===== src/rtl/quiz_pkg.sv =====
// quiz_pkg: shared state encoding, sizes and helpers for the quiz round controller
package quiz_pkg;
    typedef enum logic [2:0] {IDLE, ASK, WAIT, CHECK, RESULT, DONE} state_t;
    localparam int NUM_ROUNDS = 4;
    localparam int ANS_W = 2;
    localparam logic [3:0] LFSR_TAPS = 4'b1100;
    function automatic logic is_onehot(input logic [3:0] v);
        return (v != 4'b0) && ((v & (v - 4'b1)) == 4'b0);
    endfunction
    function automatic logic [ANS_W-1:0] onehot_idx(input logic [3:0] v);
        return {v[3] | v[2], v[3] | v[1]};
    endfunction
endpackage


===== src/rtl/quiz_lfsr4.sv =====
// quiz_lfsr4: free-running 4-bit Fibonacci LFSR (x^4+x^3+1) used to pick the pattern
module quiz_lfsr4
    import quiz_pkg::*;
(
    input  logic       i_clk,
    input  logic       i_rst_n,
    input  logic [3:0] i_seed,
    output logic [3:0] o_q
);
    logic [3:0] r_q;
    always_ff @(posedge i_clk or negedge i_rst_n) begin
        if (!i_rst_n) r_q <= i_seed;
        else r_q <= {r_q[2:0], ^(r_q & LFSR_TAPS)};
    end
    assign o_q = r_q;
endmodule


===== src/rtl/quiz_round_ctrl.sv =====
// quiz_round_ctrl: four-question game sequencer with press capture, timeout and scoring
module quiz_round_ctrl
    import quiz_pkg::*;
#(
    parameter int TIMEOUT_CYCLES = 50_000_000,
    parameter int RESULT_CYCLES = 25_000_000,
    parameter int CNT_W = 26,
    parameter logic [3:0] LFSR_SEED = 4'b1001
) (
    input  logic             i_clk,
    input  logic             i_rst_n,
    input  logic             i_start,
    input  logic [3:0]       i_btn,
    input  logic             i_correct_ans,
    output logic [ANS_W-1:0] o_pattern,
    output logic [ANS_W-1:0] o_round,
    output logic [ANS_W-1:0] o_answer,
    output logic             o_ask,
    output logic             o_result_valid,
    output logic             o_result_ok,
    output logic             o_result_timeout,
    output logic [2:0]       o_score,
    output logic             o_game_over
);
    localparam logic [CNT_W-1:0] T_LOAD = CNT_W'(TIMEOUT_CYCLES - 1);
    localparam logic [CNT_W-1:0] R_LOAD = CNT_W'(RESULT_CYCLES - 1);
    localparam logic [ANS_W-1:0] LAST_ROUND = ANS_W'(NUM_ROUNDS - 1);

    state_t r_state, w_state;
    logic [CNT_W-1:0] r_timer, w_timer;
    logic [ANS_W-1:0] r_pattern, w_pattern, r_round, w_round, r_answer, w_answer;
    logic [2:0] r_score, w_score;
    logic r_armed, w_armed, r_ok, w_ok, r_to, w_to;
    logic [3:0] w_lfsr;
    logic w_press, w_unused;

    quiz_lfsr4 u_lfsr (
        .i_clk  (i_clk),
        .i_rst_n(i_rst_n),
        .i_seed (LFSR_SEED),
        .o_q    (w_lfsr)
    );

    assign w_unused = ^w_lfsr[3:2];
    // arming requires a released button first, so a held press cannot answer the next question
    assign w_press = r_armed && is_onehot(i_btn);

    always_comb begin
        w_state = r_state;
        w_timer = r_timer;
        w_pattern = r_pattern;
        w_round = r_round;
        w_answer = r_answer;
        w_score = r_score;
        w_armed = r_armed;
        w_ok = r_ok;
        w_to = r_to;
        case (r_state)
            IDLE, DONE: begin
                if (i_start) begin
                    w_pattern = w_lfsr[1:0];
                    w_round = '0;
                    w_score = '0;
                    w_state = ASK;
                end
            end
            ASK: begin
                w_timer = T_LOAD;
                w_armed = 1'b0;
                w_state = WAIT;
            end
            WAIT: begin
                if (i_btn == 4'b0) w_armed = 1'b1;
                if (w_press) begin
                    w_answer = onehot_idx(i_btn);
                    w_state = CHECK;
                end else if (r_timer == '0) begin
                    w_ok = 1'b0;
                    w_to = 1'b1;
                    w_timer = R_LOAD;
                    w_state = RESULT;
                end else begin
                    w_timer = r_timer - 1'b1;
                end
            end
            CHECK: begin
                w_ok = i_correct_ans;
                w_to = 1'b0;
                w_score = r_score + 3'(i_correct_ans);
                w_timer = R_LOAD;
                w_state = RESULT;
            end
            RESULT: begin
                if (r_timer != '0) w_timer = r_timer - 1'b1;
                else if (r_round == LAST_ROUND) w_state = DONE;
                else begin
                    w_round = r_round + 1'b1;
                    w_state = ASK;
                end
            end
            default: w_state = IDLE;
        endcase
    end

    always_ff @(posedge i_clk or negedge i_rst_n) begin
        if (!i_rst_n) begin
            r_state <= IDLE;
            r_timer <= '0;
            r_pattern <= '0;
            r_round <= '0;
            r_answer <= '0;
            r_score <= '0;
            r_armed <= 1'b0;
            r_ok <= 1'b0;
            r_to <= 1'b0;
        end else begin
            r_state <= w_state;
            r_timer <= w_timer;
            r_pattern <= w_pattern;
            r_round <= w_round;
            r_answer <= w_answer;
            r_score <= w_score;
            r_armed <= w_armed;
            r_ok <= w_ok;
            r_to <= w_to;
        end
    end

    assign o_pattern = r_pattern;
    assign o_round = r_round;
    assign o_answer = r_answer;
    assign o_ask = (r_state == ASK) || (r_state == WAIT);
    assign o_result_valid = (r_state == RESULT);
    assign o_result_ok = r_ok;
    assign o_result_timeout = r_to;
    assign o_score = r_score;
    assign o_game_over = (r_state == DONE);
endmodule


===== config.mk =====
export PLATFORM = sky130hd
export DESIGN_NAME = quiz_round_ctrl
export DESIGN_NICKNAME = d
export VERILOG_FILES = /design/src/rtl/quiz_pkg.sv /design/src/rtl/quiz_lfsr4.sv /design/src/rtl/quiz_round_ctrl.sv
export SDC_FILE = /design/constraint.sdc
export NUM_CORES = 1
export LEC_CHECK = 0
export ABC_AREA = 1
export BUFFER_PORTS_ARGS = -buffer_cell sky130_fd_sc_hd__buf_2
export CELL_PAD_IN_SITES_DETAIL_PLACEMENT = 2
export CELL_PAD_IN_SITES_GLOBAL_PLACEMENT = 2
export CORE_ASPECT_RATIO = 2
export CORE_MARGIN = 4
export CORE_UTILIZATION = 34
export DETAILED_ROUTE_END_ITERATION = 10
export GPL_ROUTABILITY_DRIVEN = 0
export PLACE_DENSITY_LB_ADDON = 0.1
export REMOVE_ABC_BUFFERS = 1
export SYNTH_ARGS = -nofsm -noshare
export SYNTH_HDL_FRONTEND = slang
export SYNTH_SLANG_ARGS = --single-unit
export TNS_END_PERCENT = 5

===== constraint.sdc =====
create_clock -name i_clk -period 2.1 [get_ports i_clk]
set_input_delay 0 -clock i_clk [delete_from_list [all_inputs] [get_ports i_clk]]
set_output_delay 0 -clock i_clk [all_outputs]
set_load 0.02 [all_outputs]

### Word-level counts from Yosys, hierarchy flattened

Cells that the tools add are included.

| storage, ports and cells | value |
|---|---|
| register bits | 45 |
| input bits | 8 |
| output and inout port bits | 14 |
| logic and storage cells | 79 |

| cells by class | value |
|---|---|
| $add $sub $neg | 4 |
| eq/ne operators | 14 |
| multiplexer cells | 24 |
| bitwise gates (word level) | 3 |
| reductions and logical operators | 24 |

Operator list:

| operator | number |
|---|---|
| $pmux W26 S4 | 1 |
| $mux W26 | 3 |
| $logic_not A26 Y1 | 1 |
| $reduce_bool A26 Y1 | 1 |
| $sub A26 B1 Y26 const B | 1 |
| $mux W3 | 6 |
| $pmux W3 S5 | 1 |
| $ne A2 B2 Y1 const B | 6 |
| $reduce_and A3 Y1 | 3 |
| $logic_not A4 Y1 | 2 |
| $reduce_and A2 Y1 | 4 |
| $reduce_bool A2 Y1 | 4 |
| $reduce_bool A4 Y1 | 2 |
| $eq A3 B2 Y1 const B | 2 |
| $eq A3 B3 Y1 const B | 2 |
| $mux W2 | 3 |
| $pmux W1 S2 | 3 |
| $pmux W3 S2 | 1 |
| $mux W1 | 5 |
| $and A4 B4 Y4 | 1 |
| $pmux W2 S2 | 1 |
| $reduce_and A4 Y1 | 1 |
| $reduce_xor A4 Y1 | 1 |
| $sub A4 B1 Y4 const B | 1 |
| other kinds (11) | 13 |

### Longest topological paths before layout

| logic depth | value |
|---|---|
| depth in word-level cells | 7 |
| gate-level depth with buffers | 12 |
| mapped depth without buffers | 12 |

### Worst setup path after synthesis

Ideal clock, no wire load.

| timing | value |
|---|---|
| kind | register -> register |
| from | register r_timer[0] |
| to | register r_timer[16] |
| setup time | 0.116 ns |
| arrival | 1.559 ns |
| data required time | 1.984 ns |
| setup slack | 0.425 ns |
| cell stages (with the launch flop) | 12 |
| buffers on the path | 1 |
| clock period less this slack | 1.675 ns |
| path through | dfrtp_1 > inv_1 > ha_1 > nand2_2 > nor2_4 > and2_4 > nand3_2 > nand3_4 > inv_4 > buf_6 > nand2_1 > nand2_1 |

| on the way | value |
|---|---|
| word-level cells in the longest chain between the ends | 4 |
| elaborated cells on any way between the ends | 9 |
| those cells by class | add/sub (1); eq/ne (1); mux (4); reduce/logical (3) |

RTL lines:

| element | line | source |
|---|---|---|
| start: declaration | quiz_round_ctrl.sv:30 | `logic [CNT_W-1:0] r_timer, w_timer;` |
| start signal: assignment | quiz_round_ctrl.sv:118 | `r_timer <= w_timer;` |
| $sub A26 B1 Y26 / $logic_not A26 Y1 (equally long branches) | quiz_round_ctrl.sv:83, quiz_round_ctrl.sv:94, quiz_round_ctrl.sv:77 |  |
| $mux W26 | quiz_round_ctrl.sv:77 | `end else if (r_timer == '0) begin` |
| $mux W26 | quiz_round_ctrl.sv:74 | `if (w_press) begin` |
| $pmux W26 S4 | quiz_round_ctrl.sv:58 | `case (r_state)` |

Several ways; a longest one is shown, not always the timed one. The select of a mux whose other input is x is not followed.
A chain may end at the register's enable or synchronous reset.

### Worst setup path after layout

| timing | value |
|---|---|
| from | register r_timer[0] |
| to | register r_timer[24] |

Same word-level chain as after synthesis.

==> flow_metrics.tcl <==
set metrics [dict create \
    seqPwrFrac_pct 28.6 \
    clockPowerShare_pct 18.2 \
    arrival_ns 2.07 \
    ys_seq_area_share_pct 39.95 \
    power.density_mw_per_mm2 1570 \
    grt_overflow 0 \
    start_kind "register" \
    relSlewSlack_pct 60.68 \
    fin_nets 441 \
    cpMaxStageDelayCell "dfrtp_1" \
    grt_max_degree 26 \
    clk-insertion-delay-late_ns 0.30 \
    cts_buffer_depth 2 \
    grt_pass1_vias 3195 \
    die_area_sq_mm 0.009920 \
    slew_violations 0 \
    drt_pass1_iterations 4 \
    grtUsageTotal_pct 21.91 \
    numCtsBuffers 5 \
    synth.ff_latch_count 45 \
    ys_types 31 \
    startpoint "r_timer[0]$_DFFE_PN0P_" \
    path_clk_slew_ns 0.07 \
    status "finished, final reports clean" \
    p_sw_mw 2.560 \
    clock_skew_ns 0.008148 \
    portBuffers 21 \
    end_kind "register" \
    total_leakage_power_nw 1.685 \
    postCtsSetupRepairBufs 0 \
    cts-root-buf "clkbuf_16" \
    hold_viol_final 0 \
    worstMarginPinSlew_ns 0.5899 \
    preCtsSetupSlack_ns 0.1684 \
    setup_viol 0 \
    initial_core_util_pct 35.31 \
    ir_drop_uv 624.3 \
    drive_gt1_share_pct 18.14 \
    power_frac_comb_pct 53.2 \
    r2r_start "r_timer[0]$_DFFE_PN0P_" \
    mostFrequentLayoutCells "nand2_1, nor2_1, dfrtp_1, inv_1, nand3_1" \
    grt_pass1_wl_mm 16.30 \
    num_antenna_cells 0 \
    intPower_mw 2.643 \
    cts.htree.levels 2 \
    die_x_microns 72.46 \
    hold_start "i_btn[1]" \
    vias 2741 \
    nFillCells 987 \
    layout_min_cycle_time_ns 1.894 \
    area_growth_pct 17.27 \
    rrSetupSlack_ns 0.21 \
    crit_path_max_fanout 8 \
    ios 22 \
    vias_per_cell 5.211 \
    std_cell_rows 46 \
    synth_cells 391 \
    avgRoutedWirePerCell_microns 18.53 \
    worst_slack_ns 0.2057 \
    cts_tree "built" \
    antenna_found_initial 0 \
    final_core_util_pct 41.41 \
    rsz0062_at_grt "no" \
    cp_data_required_time_ns 2.28 \
    clkSinkCount 45 \
    syn_area_sq_mm 0.002825 \
    avgSynthCellArea_sq_um 7.226 \
    drtAntennaViolNets 0 \
    drc 0 \
    yosysWarnings 0 \
    drv_cap 0 \
    drt-initial-drc-count 51 \
    fmax_ghz 0.5279 \
    critical_path_class "reg -> reg" \
    totalWireLength_mm 9.747 \
    switching_share_pct 49.21 \
    worst_hold_path_type "in -> reg" \
    core_area_sq_mm 0.008000 \
    hpwl_mm 7.739 \
    finalCritPeriodShare_pct 90.21 \
    dieHeight_microns 136.9 \
    slowest_delay_ns 0.39 \
    final.setup.tns_ns 0 \
    final_common_cell "nand2_1" \
    crit_chain "inv_1, ha_1, nand2_2, nor2_4, and2_4, nand3_2, nand2_1, nor2_2, buf_4, o21ai_0, o21ai_2" \
]
[logic make-up (layout without fill, tap and decap cells)]
| family | after synthesis | in the layout | synth area share [%] |
|---|---|---|---|
| AO/OA/AOI/OAI | 47 | 47 | 9.478 |
| adder cells (fa/ha/maj) | 4 | 4 | 1.772 |
| AND/OR/NAND/NOR | 229 | 229 | 35.96 |
| buffers and inverters | 51 | 90 | 8.193 |
| XOR/XNOR | 15 | 15 | 4.650 |
| flip-flops | 45 | 45 | 39.95 |
[power by group through the flow]
| stage | sequential (mW) | clock, mW | combinational, mW |
|---|---|---|---|
| 3_3_place_gp | 1.48 | 0 | 2.67 |
| 2_1_floorplan | 1.49 | 0 | 1.73 |
| 4_1_cts | 1.49 | 0.967 | 2.81 |
| 6_report | 1.49 | 0.947 | 2.77 |
| 3_5_place_dp | 1.51 | 0 | 2.77 |
| 5_1_grt | 1.53 | 0.999 | 3.16 |
[Yosys cell counts (all sizes together)]
library cell	number	area (sq um)
a32o	1	10.01
o211ai	1	7.510
o21ai	29	167.7
a21oi	15	75.07
xnor2	4	35.03
ha	4	50.05
inv	45	171.4
nor3	5	51.30
xor2	11	96.34
dfstp	2	52.55
nand2	135	524.3
nor2	57	244.0
nand4	2	12.51
nand3	29	175.2
a21boi	1	7.510
buf	6	60.05
and2	1	8.760
dfrtp	43	1076
[sequential cells by signal, indices dropped and copies added, names as in the netlist]
name	count
o_score	3
r_armed	1
r_timer	26
o_result_timeout	1
o_result_ok	1
o_answer	2
o_pattern	2
r_state	3
o_round	2
u_lfsr.o_q	4
[routing by layer]
metal / vias up / share of wire [%] / track usage [%]
met2: 35 / 60 / 43.20
met4: 0 / 4.0 / 10.68
met3: 19 / 1.8 / 2.868
li1: 1304 / - / -
met5: - / 0 / 0
met1: 1383 / 34 / 21.36
[metrics by stage]
stage	total power, mW	area (sq um)	instances	hold WS, ns
6_report	5.203	3313	526	0.02974
5_1_grt	5.685	3313	526	0.08748
4_1_cts	5.268	3299	526	0.02950
3_5_place_dp	4.281	3108	516	0.03194
3_3_place_gp	4.150	3108	516	0.02661
2_1_floorplan	3.222	2765	385	-0.2956
[final timing paths]
check / to / depth (start not counted)
min in group asynchronous: r_timer[10]$_DFFE_PN0P_ / 2
hold reg to reg: u_lfsr.o_q[2]$_DFF_PN0_ / 0
hold / removal: o_answer[0]$_DFFE_PN0P_ / 3
setup reg to reg: r_timer[24]$_DFFE_PN0P_ / 11
setup / recovery: r_timer[24]$_DFFE_PN0P_ / 11
max in group asynchronous: u_lfsr.o_q[0]$_DFF_PN1_ / 3
[worst max-delay path: cells and delay by family (launching register included)]
kind / cells / cell delay, ns
AO/OA/AOI/OAI: 2 / 0.20
adder cells (fa/ha/maj): 1 / 0.23
buffers and inverters: 2 / 0.31
flip-flops: 1 / 0.39
AND/OR/NAND/NOR: 6 / 0.64
[final cells by class]
type | count | area [sq um] | area share, %
clock inverter | 3 | 46.29 | 1.397
multi-input combinational | 295 | 1479 | 44.64
clock buffer | 5 | 125.1 | 3.776
timing repair buffer | 37 | 242.7 | 7.326
sequential | 45 | 1129 | 34.06
tap | 96 | 120.1 | 3.625
inverter | 45 | 171.4 | 5.174
[repair_timing]
action / in CTS / in global routing
gates resized for setup: 0 / 3
hold endpoints to repair: 21 / 0
setup endpoints to repair: 0 / 3
hold buffers: 2 / 0
(Power assumes the default switching activity.)
